File: src/rtl/mul4_tournament_sched_if.sv
// Bus between the tournament scheduler and the candidate side (operand
// fan-out, candidate mux select, selected outputs, score and winner reports).
interface mul4_tournament_sched_if #(
    parameter int CAND_W = 2
);
    logic              start;
    logic              busy;
    logic              done;
    logic [CAND_W-1:0] cand_sel;
    logic [15:0]       a1, a0, b1, b0;
    logic [15:0]       y3, y2, y1, y0;
    logic              fit_valid;
    logic [CAND_W-1:0] fit_idx;
    logic [6:0]        fit_val;
    logic [CAND_W-1:0] win_idx;
    logic [6:0]        win_fit;

    modport master (
        input  start, y3, y2, y1, y0,
        output busy, done, cand_sel, a1, a0, b1, b0,
               fit_valid, fit_idx, fit_val, win_idx, win_fit
    );

    modport slave (
        output start, y3, y2, y1, y0,
        input  busy, done, cand_sel, a1, a0, b1, b0,
               fit_valid, fit_idx, fit_val, win_idx, win_fit
    );
endinterface

File: src/rtl/mul4_tournament_sched.sv
// Runs one tournament over NUM_CAND bit-sliced 2x2 multiplier candidates:
// select, settle, capture, score against the golden product, report winner.
module mul4_tournament_sched #(
    parameter int NUM_CAND   = 4,
    parameter int CAND_W     = $clog2(NUM_CAND),
    parameter int SETTLE_CYC = 1,
    parameter int EARLY_EXIT = 0
) (
    input  logic                         clk,
    input  logic                         rst,
    mul4_tournament_sched_if.master      bus
);
    typedef enum logic [2:0] {S_IDLE, S_SEL, S_CAP, S_SCORE, S_DONE} state_t;

    // Index [3] is G3 ... [0] is G0; lane i holds a=i[3:2], b=i[1:0].
    localparam logic [3:0][15:0] GOLD = {16'h8000, 16'h4C00, 16'h6AC0, 16'hA0A0};

    state_t            r_state, w_next;
    logic [2:0]        r_settle;
    logic [CAND_W-1:0] r_cand_sel;
    logic [3:0][15:0]  r_cap;
    logic [CAND_W-1:0] r_best_idx, r_win_idx;
    logic [6:0]        r_best_fit, r_win_fit;
    logic [6:0]        w_fit;
    logic              w_last, w_upd;

    assign bus.a1 = 16'hFF00;
    assign bus.a0 = 16'hF0F0;
    assign bus.b1 = 16'hCCCC;
    assign bus.b0 = 16'hAAAA;

    // Count of lanes/words matching the golden product, from captured data only.
    always_comb begin
        w_fit = 7'd0;
        for (int w = 0; w < 4; w++)
            for (int b = 0; b < 16; b++)
                w_fit = w_fit + {6'd0, ~(r_cap[w][b] ^ GOLD[w][b])};
    end

    assign w_last = (r_cand_sel == CAND_W'(NUM_CAND - 1)) ||
                    ((EARLY_EXIT != 0) && (w_fit == 7'd64));
    // Strict > keeps the lower index on ties; candidate 0 always seeds best.
    assign w_upd  = (w_fit > r_best_fit) || (r_cand_sel == '0);

    always_ff @(posedge clk or posedge rst) begin
        if (rst) r_state <= S_IDLE;
        else     r_state <= w_next;
    end

    always_comb begin
        w_next = r_state;
        case (r_state)
            S_IDLE:  if (bus.start) w_next = S_SEL;
            S_SEL:   if (r_settle == 3'(SETTLE_CYC - 1)) w_next = S_CAP;
            S_CAP:   w_next = S_SCORE;
            S_SCORE: w_next = w_last ? S_DONE : S_SEL;
            S_DONE:  w_next = S_IDLE;
            default: w_next = S_IDLE;
        endcase
    end

    always_ff @(posedge clk or posedge rst) begin
        if (rst) begin
            r_settle   <= '0;
            r_cand_sel <= '0;
            r_cap      <= '0;
            r_best_idx <= '0;
            r_best_fit <= '0;
            r_win_idx  <= '0;
            r_win_fit  <= '0;
        end else begin
            r_settle <= (r_state == S_SEL && w_next == S_SEL) ? r_settle + 3'd1 : 3'd0;
            case (r_state)
                S_IDLE: if (bus.start) begin
                    r_cand_sel <= '0;
                    r_best_fit <= '0;
                end
                S_CAP: r_cap <= {bus.y3, bus.y2, bus.y1, bus.y0};
                S_SCORE: begin
                    if (w_upd) begin
                        r_best_idx <= r_cand_sel;
                        r_best_fit <= w_fit;
                    end
                    if (w_last) begin
                        r_win_idx <= w_upd ? r_cand_sel : r_best_idx;
                        r_win_fit <= w_upd ? w_fit      : r_best_fit;
                    end else begin
                        r_cand_sel <= r_cand_sel + CAND_W'(1);
                    end
                end
                default: ;
            endcase
        end
    end

    always_comb begin
        bus.busy      = (r_state == S_SEL) || (r_state == S_CAP) || (r_state == S_SCORE);
        bus.done      = (r_state == S_DONE);
        bus.fit_valid = (r_state == S_SCORE);
        bus.fit_idx   = (r_state == S_SCORE) ? r_cand_sel : '0;
        bus.fit_val   = (r_state == S_SCORE) ? w_fit : 7'd0;
        bus.cand_sel  = r_cand_sel;
        bus.win_idx   = r_win_idx;
        bus.win_fit   = r_win_fit;
    end
endmodule

File: src/flat_wrapper.sv
// flat-port wrapper written by rule: the top's interface ports become plain ports
module mul4_tournament_sched_flat 
#(
    parameter int NUM_CAND   = 4,
    parameter int CAND_W     = $clog2(NUM_CAND),
    parameter int SETTLE_CYC = 1,
    parameter int EARLY_EXIT = 0
)
  (clk, rst, bus_start, bus_y3, bus_y2, bus_y1, bus_y0, bus_busy, bus_done, bus_cand_sel, bus_a1, bus_a0, bus_b1, bus_b0, bus_fit_valid, bus_fit_idx, bus_fit_val, bus_win_idx, bus_win_fit);
  mul4_tournament_sched_if #(.CAND_W(CAND_W)) bus_i ();
  input  logic clk;
  input  logic rst;
  input wire logic [$bits(bus_i.start)-1:0] bus_start;
  input wire logic [$bits(bus_i.y3)-1:0] bus_y3;
  input wire logic [$bits(bus_i.y2)-1:0] bus_y2;
  input wire logic [$bits(bus_i.y1)-1:0] bus_y1;
  input wire logic [$bits(bus_i.y0)-1:0] bus_y0;
  output wire logic [$bits(bus_i.busy)-1:0] bus_busy;
  output wire logic [$bits(bus_i.done)-1:0] bus_done;
  output wire logic [$bits(bus_i.cand_sel)-1:0] bus_cand_sel;
  output wire logic [$bits(bus_i.a1)-1:0] bus_a1;
  output wire logic [$bits(bus_i.a0)-1:0] bus_a0;
  output wire logic [$bits(bus_i.b1)-1:0] bus_b1;
  output wire logic [$bits(bus_i.b0)-1:0] bus_b0;
  output wire logic [$bits(bus_i.fit_valid)-1:0] bus_fit_valid;
  output wire logic [$bits(bus_i.fit_idx)-1:0] bus_fit_idx;
  output wire logic [$bits(bus_i.fit_val)-1:0] bus_fit_val;
  output wire logic [$bits(bus_i.win_idx)-1:0] bus_win_idx;
  output wire logic [$bits(bus_i.win_fit)-1:0] bus_win_fit;
  assign bus_i.start = bus_start;
  assign bus_i.y3 = bus_y3;
  assign bus_i.y2 = bus_y2;
  assign bus_i.y1 = bus_y1;
  assign bus_i.y0 = bus_y0;
  assign bus_busy = bus_i.busy;
  assign bus_done = bus_i.done;
  assign bus_cand_sel = bus_i.cand_sel;
  assign bus_a1 = bus_i.a1;
  assign bus_a0 = bus_i.a0;
  assign bus_b1 = bus_i.b1;
  assign bus_b0 = bus_i.b0;
  assign bus_fit_valid = bus_i.fit_valid;
  assign bus_fit_idx = bus_i.fit_idx;
  assign bus_fit_val = bus_i.fit_val;
  assign bus_win_idx = bus_i.win_idx;
  assign bus_win_fit = bus_i.win_fit;
  mul4_tournament_sched #(.NUM_CAND(NUM_CAND), .CAND_W(CAND_W), .SETTLE_CYC(SETTLE_CYC), .EARLY_EXIT(EARLY_EXIT)) u_core (.clk(clk), .rst(rst), .bus(bus_i));
endmodule
File: config.mk
export PLATFORM = sky130hd
export DESIGN_NAME = mul4_tournament_sched_flat
export DESIGN_NICKNAME = d
export VERILOG_FILES = /design/src/rtl/mul4_tournament_sched_if.sv /design/src/rtl/mul4_tournament_sched.sv /design/src/flat_wrapper.sv
export SDC_FILE = /design/constraint.sdc
export NUM_CORES = 1
export LEC_CHECK = 0
export ABC_AREA = 1
export CORE_AREA = 2 2 120 122
export CTS_CLUSTER_SIZE = 10
export DETAILED_ROUTE_END_ITERATION = 10
export DIE_AREA = 0 0 122 124
export GPL_TIMING_DRIVEN = 0
export MAX_ROUTING_LAYER = met4
export PLACE_DENSITY = 0.76
export SLEW_MARGIN = 20
export SYNTH_ARGS = -nofsm -noshare
export SYNTH_HDL_FRONTEND = slang
export SYNTH_SLANG_ARGS = --single-unit
File: constraint.sdc
create_clock -name clk -period 6.69 [get_ports clk]
set_input_delay 1.0035 -clock clk [delete_from_list [all_inputs] [get_ports clk]]
set_output_delay 1.0035 -clock clk [all_outputs]
set_load 0.005 [all_outputs]
# Word level (Yosys, flattened, before mapping)
# Cells that the tools add are included.
[word_totals] reg_bits=90 input_bits=67 output_inout_bits=87 wordCells=160
[classes] addsub=65 n_mux=14 bitwise_logic=50 n_reduce_logical=11 order_cmp=1 eq_ne=8
[op_table] op="$add 7x1->7" count=62
[op_table] op="$not 1->1" count=50
[op_table] op="$mux 7" count=3
[op_table] op="$pmux 7 s2" count=1
[op_table] op="$mux 3" count=4
[op_table] op="$pmux 3 s4" count=1
[op_table] op="$mux 2" count=4
[op_table] op="$gt 7x7->1" count=1
[op_table] op="$eq 3x1->1 const B" count=2
[op_table] op="$eq 3x2->1 const B" count=2
[op_table] op="$logic_not 3->1" count=2
[op_table] op="$ne 2x2->1 const B" count=2
[op_table] op="$pmux 2 s2" count=1
[op_table] op="$reduce_and 2->1" count=2
[op_table] op="$add 3x1->3 const B" count=1
[op_table] op="$eq 3x3->1 const B" count=1
[op_table] op="$logic_or 1x1->1" count=3
[op_table] op="$reduce_and 3->1" count=1
[op_table] op="$add 1x1->2" count=1
[op_table] op="$add 2x1->2 const B" count=1
[op_table] op="$eq 2x2->1 const B" count=1
[op_table] op="$logic_not 2->1" count=1
[op_table] op="$reduce_bool 2->1" count=1
[op_table] op="$logic_and 1x1->1" count=1

# Longest topological paths before layout
# Gate-level depths: netlist (run 1).
[logic_depth] ltp_word=68 ltp_mapped=34 mapped_depth_nobuf=34

# Worst setup path after synthesis (run 1)
# OpenSTA, ideal clock, no wires.
[synth_timing] kind="register to register" from="reg u_core.r_cap[0] (netlist name)" to="reg u_core.r_win_fit[3], in the netlist u_core.bus.win_fit[3]" t_required_ps=6572 slack_ps=-241 arrival_time_ps=6814 stages_incl_launch_ff=30 synth_period_minus_slack_ps=6931 path_buffers=0 setup_ps=118 cell_sequence="dfrtp_1 > inv_1 > ha_1 > fa_1 > inv_1 > fa_1 > inv_1 > fa_1 > fa_1 > fa_1 > fa_1 > fa_1 > fa_1 > fa_1 > inv_1 > fa_1 > nand3b_1 > nand2_1 > xor2_1 > inv_1 > ha_1 > nand2_1 > nor2_2 > nand2_1 > nand2_2 > nand2_4 > nand2_8 > nand2_2 > nand3_1 > nand2_1"
[synth_via] elab_chain_len=67
[synth_lines] item="from (decl)" line="mul4_tournament_sched.sv:21" text="logic [3:0][15:0] r_cap;"
[synth_lines] item="from (signal assigned)" line="mul4_tournament_sched.sv:78" text="S_CAP: r_cap <= {bus.y3, bus.y2, bus.y1, bus.y0};"
[synth_lines] item="$not 1->1 (*)" line="mul4_tournament_sched.sv:37" text="w_fit = w_fit + {6'd0, ~(r_cap[w][b] ^ GOLD[w][b])};"
[synth_lines] item="$add 1x1->2 (*)" line="mul4_tournament_sched.sv:37"
[synth_lines] item="$add 7x1->7 (*) (62 in a row)" line="mul4_tournament_sched.sv:37"
[synth_lines] item="$gt 7x7->1" line="mul4_tournament_sched.sv:43" text="assign w_upd = (w_fit > r_best_fit) || (r_cand_sel == '0);"
[synth_lines] item="$logic_or 1x1->1" line="mul4_tournament_sched.sv:43"
[synth_lines] item="$mux 7 (*)"
[synth_lines] item="to (signal assigned)" line="mul4_tournament_sched.sv:86" text="r_win_fit <= w_upd ? w_fit : r_best_fit;"
[synth_lines] item="to (decl)" line="mul4_tournament_sched.sv:23" text="logic [6:0] r_best_fit, r_win_fit;"
# Every way passes the cells marked *; elsewhere a longest branch is shown, timed or not.
# A chain may end at the register's enable or synchronous reset.

# Final worst setup path (run 1)
[layout_timing] from="reg u_core.r_cap[0] (netlist name)" to="out bus_fit_val[4]"
[layout_via] elab_chain_len=65
[layout_lines] item="$not 1->1" line="mul4_tournament_sched.sv:37"
[layout_lines] item="$add 1x1->2" line="mul4_tournament_sched.sv:37"
[layout_lines] item="$add 7x1->7 (62 in a row)" line="mul4_tournament_sched.sv:37"
[layout_lines] item="$mux 7" line="mul4_tournament_sched.sv:101" text="bus.fit_val = (r_state == S_SCORE) ? w_fit : 7'd0;"
[layout_lines] item="to (decl)" line="flat_wrapper.sv:27" text="output wire logic [$bits(bus_i.fit_val)-1:0] bus_fit_val;"
# Every way passes these cells.

==> results by group, run 1 <==
Job
  – Max-Cap Viols: 0

Yosys
  – Largest area contributor in the netlist: dfrtp_1
  – Post-synth EDFFs: 0
  – Sequential area share after synthesis: a little under two fifths
  – Post-Synthesis Cell Area: 6070 µm²
  – Top cell type's share of synthesized area: between 30 and 40%
  – Synthesized flop and latch total: 90
  – Yosys warning count: 0
  – Ys async rst share: between 90% and 100%
  – Synth area leaders: dfrtp_1, fa_1, buf_4
  – Synth cell types: 30
  – Cell count after synthesis: 641
  – Top FF cell, synth: dfrtp_1
  – Syn Area/Cell: approximately 9.5 µm²

GRT
  – Largest net degree at the start of global routing: between 40 and 50
  – Antenna violations before repair: 0
  – Vias in the first global route: 4665
  – Global-route wire length before repair: between 20000 and 25000 µm
  – Overflow left after global routing: 0
  – Overall Global Routing Usage: 20.4%

Worst hold path
  – Min-delay src: u_core.r_settle[0]
  – Hold/Removal Path Class: reg2reg

Drt
  – Wire per inst: 14.2 µm
  – Vias post-DR: ~4500
  – DRC Markers: 0
  – Initial drt markers: between 200 and 300
  – Routed wire length: about 14000 µm
  – TritonRoute pass-1 iters: 4
  – Antenna Nets Post-Route: 0
  – Vias per cell: ~4.5

Die
  – Die H: ~120 µm
  – Num ports: between 150 and 200
  – Placeable core region: ~14000 µm²
  – Initial Util: approximately 44%
  – Row count: 43
  – Area of the die: 15100 µm²
  – DIE WIDTH: around 120 µm

Critical path
  – Largest stage delay, worst path: approximately 540 ps
  – Max Fanout on Critical Path: 2
  – Crit path from: u_core.r_cap[0]
  – Crit path required time: 5690 ps
  – R2R setup slack: -630 ps
  – Cell Chain, Critical Path: inv_2 -> ha_4 -> fa_1 -> inv_2 -> fa_1 -> inv_2 -> fa_2 -> fa_2 -> fa_2 -> fa_1 -> fa_1 -> fa_1 -> fa_2 -> inv_2 -> fa_2 -> nand3b_1 -> nand2_2 -> buf_12 -> xor2_4 -> nor2_1 -> buf_2
  – FF-to-FF Start: u_core.r_cap[0]
  – Startpoint types: flop
  – Worst path arrival time: 6420 ps
  – Crit end category: output port
  – Worst path slowest cell: fa_2
  – Critical path class: reg2out

Final layout
  – P&R area growth vs syn: 36.1%
  – Commonest non-fill, non-tap cell in the layout: inv_1
  – Final std cells w/o fill: 1014
  – Final Util: between 60 and 70%
  – Number of fill cells: roughly 1200
  – Final #Nets: 979
  – Most frequent cells in the layout: inv_1, dfrtp_1, buf_4
  – Ant diodes: 0
  – Layout cell share with drive strength beyond 1: 27.5%

STA
  – Least-Margin Pin Slew: roughly 650 ps
  – Fin Hold WS: between 400 and 500 ps
  – Final setup viols: 25
  – RSZ-0062 raised after global routing: yes
  – Final worst slack: -732 ps
  – Final Hold Vio Count: 0
  – Final Skew: between 8 and 9 ps
  – Max Clk Rate: between 100 and 150 MHz
  – Slew Limit Fails: 0
  – Period utilization: 111%
  – Min Tclk post-route: 7420 ps
  – Slew HR: between 50% and 60%

Placement
  – Placed Instances: about 970
  – DP HPWL: around 10000 µm
  – Gpl congestion: approximately 0.85
  – Port bufs: a little under 90

Clock network
  – Clock Root Buffer: clkbuf_16
  – Worst-path clk slew: about 60 ps
  – CTS tree: built
  – H-tree depth: 3
  – Later-pin clock latency in the skew report: 350 ps
  – CTS buffer count: 9
  – Cts hold-fix bufs: 0
  – CTS max path bufs: 2
  – Num Clock Sinks: 90

Outcome
  – Status: finished with violations
  – Failing checks: setup timing
-- what timing repair did --
item,CTS,global route
endpoints found under the setup margin,25,25
buffers inserted,20,5
gates cloned,2,0
pin swaps,31,26
resized for setup,66,37
-- final timing paths --
check | to | depth (start not counted)
min reg2reg | u_core.r_settle[0] | 1
min | u_core.r_settle[0] | 1
min in group asynchronous | u_core.r_cap[30] | 2
max reg2reg | u_core.bus.win_fit[2] | 31
max | bus_fit_val[4] | 21
max in group asynchronous | u_core.bus.win_fit[4] | 3
-- cell usage after synthesis (2+ instances only) --
master / n
inv_1: 132
dfrtp_1: 90
buf_4: 66
nor2_1: 61
nand2_1: 56
fa_1: 54
a21oi_1: 51
nand3_1: 34
ha_1: 27
mux2_2: 18
buf_2: 12
nand2_2: 12
inv_2: 5
conb_1: 2
nand4_1: 2
nor2_4: 2
o21ai_1: 2
xnor2_1: 2
xor2_1: 2
-- registers in the layout, summed over array words and instances (netlist names) --
register / cells
u_core.r_settle: 3
u_core.r_cap: 64
u_core.r_best_fit: 7
u_core.r_best_idx: 2
u_core.bus.cand_sel: 2
u_core.r_state: 3
u_core.bus.win_fit: 7
u_core.bus.win_idx: 2
-- kinds of logic (layout without fill, tap and decap cells) --
kind of cell / count (synthesis) / count (layout) / synth area share [%]
xor+xnor: 4 / 4 / 0.577
buf+inv: 217 / 346 / 17.7
compound gates: 56 / 56 / 4.76
flops: 90 / 90 / 37.1
other cells: 2 / 64 / 0.124
fa+ha+maj: 81 / 81 / 23.4
mux: 18 / 18 / 3.34
simple gates: 173 / 175 / 13.0
-- worst max-delay path: cells and delay by family, from the launching register on --
kind,cells,cell delay [ps]
flip-flops,1,370
XOR/XNOR,1,180
buffers and inverters,6,450
adder cells (fa/ha/maj),11,4700
AND/OR/NAND/NOR,3,350
-- stage by stage --
step           TNS [ps]  area, µm²  worst slack (ps)
2_1_floorplan         0       6320              7.26
3_3_place_gp      -7900       7430              -674
3_5_place_dp      -9640       7470              -729
4_1_cts          -13000       8040              -787
5_1_grt          -18740       8260              -913
6_report         -13660       8260              -732
-- routing by layer --
layer | wire length (µm) | GRT usage (%) | up-vias
li1 | - | - | 2180
met1 | 5910 | 25.7 | 2159
met2 | 7250 | 32.7 | 154
met3 | 918 | 3.98 | 24
met4 | 301 | 8.19 | 0
met5 | 0 | - | -
-- cell type report --
class	instances	area (µm²)	share of cell area, %
Timing Repair Buffer	115	1090	13.2
Clock buffer	11	243	2.94
Buffer	79	559	6.77
Clock inverter	3	17.5	0.212
Sequential cell	90	2250	27.3
Inverter	138	526	6.36
Multi-Input combinational cell	398	3350	40.6
Tap cell	180	225	2.73
Power of run 1 is not shown: default switching activity piles up to over one toggle a cycle in this logic, so the estimate is an artifact.
==> run 2: changes to the inputs <==
Settings changed: CORE_AREA 2 2 120 122 to 3 3 121 123, DIE_AREA 0 0 122 124 to 0 0 124 126.
==> results by group, run 2 (synthesis results as in run 1) <==
Outcome
  – Status: finished with violations (unchanged)
  – Failing checks: setup timing (unchanged)

Critical path
  – Max Fanout on Critical Path: 2 (unchanged)
  – Startpoint types: flop (unchanged)
  – Delay-heaviest family, CP: adder cells (unchanged)
  – Worst Path Buf+Inv: 6 (unchanged)
  – Largest stage delay, worst path: 540 ps (about the same)
  – Worst path slowest cell: fa_2 (unchanged)
  – Critical path class: reg2out (unchanged)
  – Crit end category: output port (unchanged)
  – Crit path required time: 5690 ps (about the same)
  – Worst path arrival time: 6330 ps (was 6420 ps)
  – Cell Chain, Critical Path: inv_2 -> ha_4 -> fa_1 -> inv_2 -> fa_1 -> inv_2 -> fa_2 -> fa_2 -> fa_2 -> fa_1 -> fa_1 -> fa_1 -> fa_2 -> inv_2 -> fa_2 -> nand3b_1 -> nand2_2 -> inv_1 -> o21a_1 -> nor2_1 -> buf_2 (was inv_2 -> ha_4 -> fa_1 -> inv_2 -> fa_1 -> inv_2 -> fa_2 -> fa_2 -> fa_2 -> fa_1 -> fa_1 -> fa_1 -> fa_2 -> inv_2 -> fa_2 -> nand3b_1 -> nand2_2 -> buf_12 -> xor2_4 -> nor2_1 -> buf_2)

Final layout
  – Final #Nets: 968 (was 979)
  – Commonest non-fill, non-tap cell in the layout: inv_1 (unchanged)
  – Largest Register: u_core.r_cap (unchanged)
  – P&R area growth vs syn: 32.2% (was 36.1%)
  – Ant diodes: 0 (unchanged)
  – Most frequent cells in the layout: inv_1, dfrtp_1, clkdlybuf4s50_1 (was inv_1, dfrtp_1, buf_4)
  – Max reg flops: 64 (unchanged)
  – Final std cells w/o fill: 1004 (was 1014)
  – Layout cell share with drive strength beyond 1: 23.1% (was 27.5%)

Drt
  – TritonRoute pass-1 iters: 5 (was 4)
  – DRC Markers: 0 (unchanged)
  – Met2 Wirelength: 6670 µm (was 7250 µm)
  – Routed wire length: 13400 µm (was 14400 µm)
  – Initial drt markers: 237 (was 258)
  – Antenna Nets Post-Route: 0 (unchanged)
  – Wire per inst: 13.3 µm (was 14.2 µm)
  – DR top layer: met4 (unchanged)
  – Vias per cell: 4.42 (was 4.45)
  – Vias post-DR: 4441 (was 4517)
  – Met1 Wirelength: 5640 µm (was 5910 µm)
  – Routed met3 length: 843 µm (was 918 µm)

Clock network
  – Clock Root Buffer: clkbuf_16 (unchanged)
  – Later-pin clock latency in the skew report: 350 ps (about the same)
  – CTS max path bufs: 2 (unchanged)
  – H-tree depth: 3 (unchanged)
  – Cts hold-fix bufs: 0 (unchanged)
  – CTS buffer count: 9 (unchanged)
  – CTS tree: built (unchanged)
  – Worst-path clk slew: 60 ps (about the same)
  – Num Clock Sinks: 90 (unchanged)

Placement
  – Port bufs: 89 (unchanged)
  – DP HPWL: 9960 µm (was 10000 µm)
  – Gpl congestion: 0.856 (was 0.852)
  – Placed Instances: 973 (unchanged)

Die
  – Die H: 126 µm (was 124 µm)
  – Area of the die: 15600 µm² (was 15100 µm²)
  – DIE WIDTH: 124 µm (was 122 µm)
  – Placeable core region: 13800 µm² (was 13700 µm²)
  – Row count: 43 (unchanged)
  – Num ports: 154 (unchanged)
  – Initial Util: 44.1% (was 44.2%)

GRT
  – Antenna violations before repair: 0 (unchanged)
  – Global-route wire length before repair: 21300 µm (was 22700 µm)
  – Overall Global Routing Usage: 18.1% (was 20.4%)
  – Largest net degree at the start of global routing: 54 (was 49)
  – Overflow left after global routing: 0 (unchanged)
  – Vias in the first global route: 4501 (was 4665)

STA
  – Max Clk Rate: 136 MHz (was 135 MHz)
  – Least-Margin Pin Slew: 578 ps (was 648 ps)
  – Period utilization: 110% (was 111%)
  – RSZ-0062 raised after global routing: yes (unchanged)
  – Final Skew: 11.3 ps (was 8.04 ps)
  – Min Tclk post-route: 7330 ps (was 7420 ps)
  – Final Hold Vio Count: 0 (unchanged)
  – Final worst slack: -642 ps (was -732 ps)
  – Final setup viols: 25 (unchanged)
  – Slew HR: 61.3% (was 56.5%)
  – Slew Limit Fails: 0 (unchanged)

Worst hold path
  – Hold/Removal Path Class: reg2reg (unchanged)

Job
  – Max-Cap Viols: 0 (unchanged)
==> run 2: final cells by class <==
class,count,area (µm²)
fillers,1202,5750
flip-flops and latches,90,2250
clock buffers,13,250
clock inverters,2,13.8
inverters,138,520
multi-input cells,398,3190
plain buffers,79,559
well taps,180,225
repair buffers,104,1010
==> run 2: repair_timing <==
item                                    in CTS  in global routing
pin swaps                                   19                 23
gates resized for setup                     45                 23
cloned                                       2                  0
setup buffers                               11                  3
endpoints found under the setup margin      25                 25
==> run 2: worst paths after layout <==
path                       cells after the start               endpoint  slack [ps]                   from
setup / recovery                              21         bus_fit_val[6]        -640        u_core.r_cap[1]
hold / removal                                 2  u_core.bus.win_fit[6]         480  u_core.bus.win_fit[6]
setup reg to reg                              32  u_core.bus.win_fit[5]        -600        u_core.r_cap[1]
hold reg to reg                                2  u_core.bus.win_fit[6]         480  u_core.bus.win_fit[6]
max in group asynchronous                      3   u_core.r_best_fit[4]        5020                    rst
min in group asynchronous                      2       u_core.r_cap[30]        1030                    rst
==> run 2: through the flow <==
| stage | hold slack (ps) | instance area [µm²] | util, % | TNS, ps | setup slack [ps] |
|---|---|---|---|---|---|
| CTS | 475 | 7890 | 57.3 | -14710 | -788 |
| global route | 498 | 8020 | 58.2 | -19350 | -861 |
| global placement | 448 | 7430 | 54.0 | -8150 | -681 |
| floorplan | 432 | 6320 | - | 0 | 7.26 |
| detailed placement | 462 | 7460 | 54.2 | -9040 | -695 |
| finish | 477 | 8020 | 58.2 | -13200 | -642 |
==> run 2: routing by layer <==
layer	vias up	GRT usage [%]
li1	2159	-
met1	2140	24.8
met2	126	27.6
met3	16	2.83
met4	0	6.44
met5	-	-
==> run 2: worst register-to-register path: cells and delay by family (launching register included) <==
kind                       cells  cell delay (ps)
buffers and inverters          8              590
adders and majority gates     12             4930
xor gates and xnor gates       1              160
and+or+nand+nor               11             1120
DFF                            1              370
Power of run 2 is left out for the same reason.
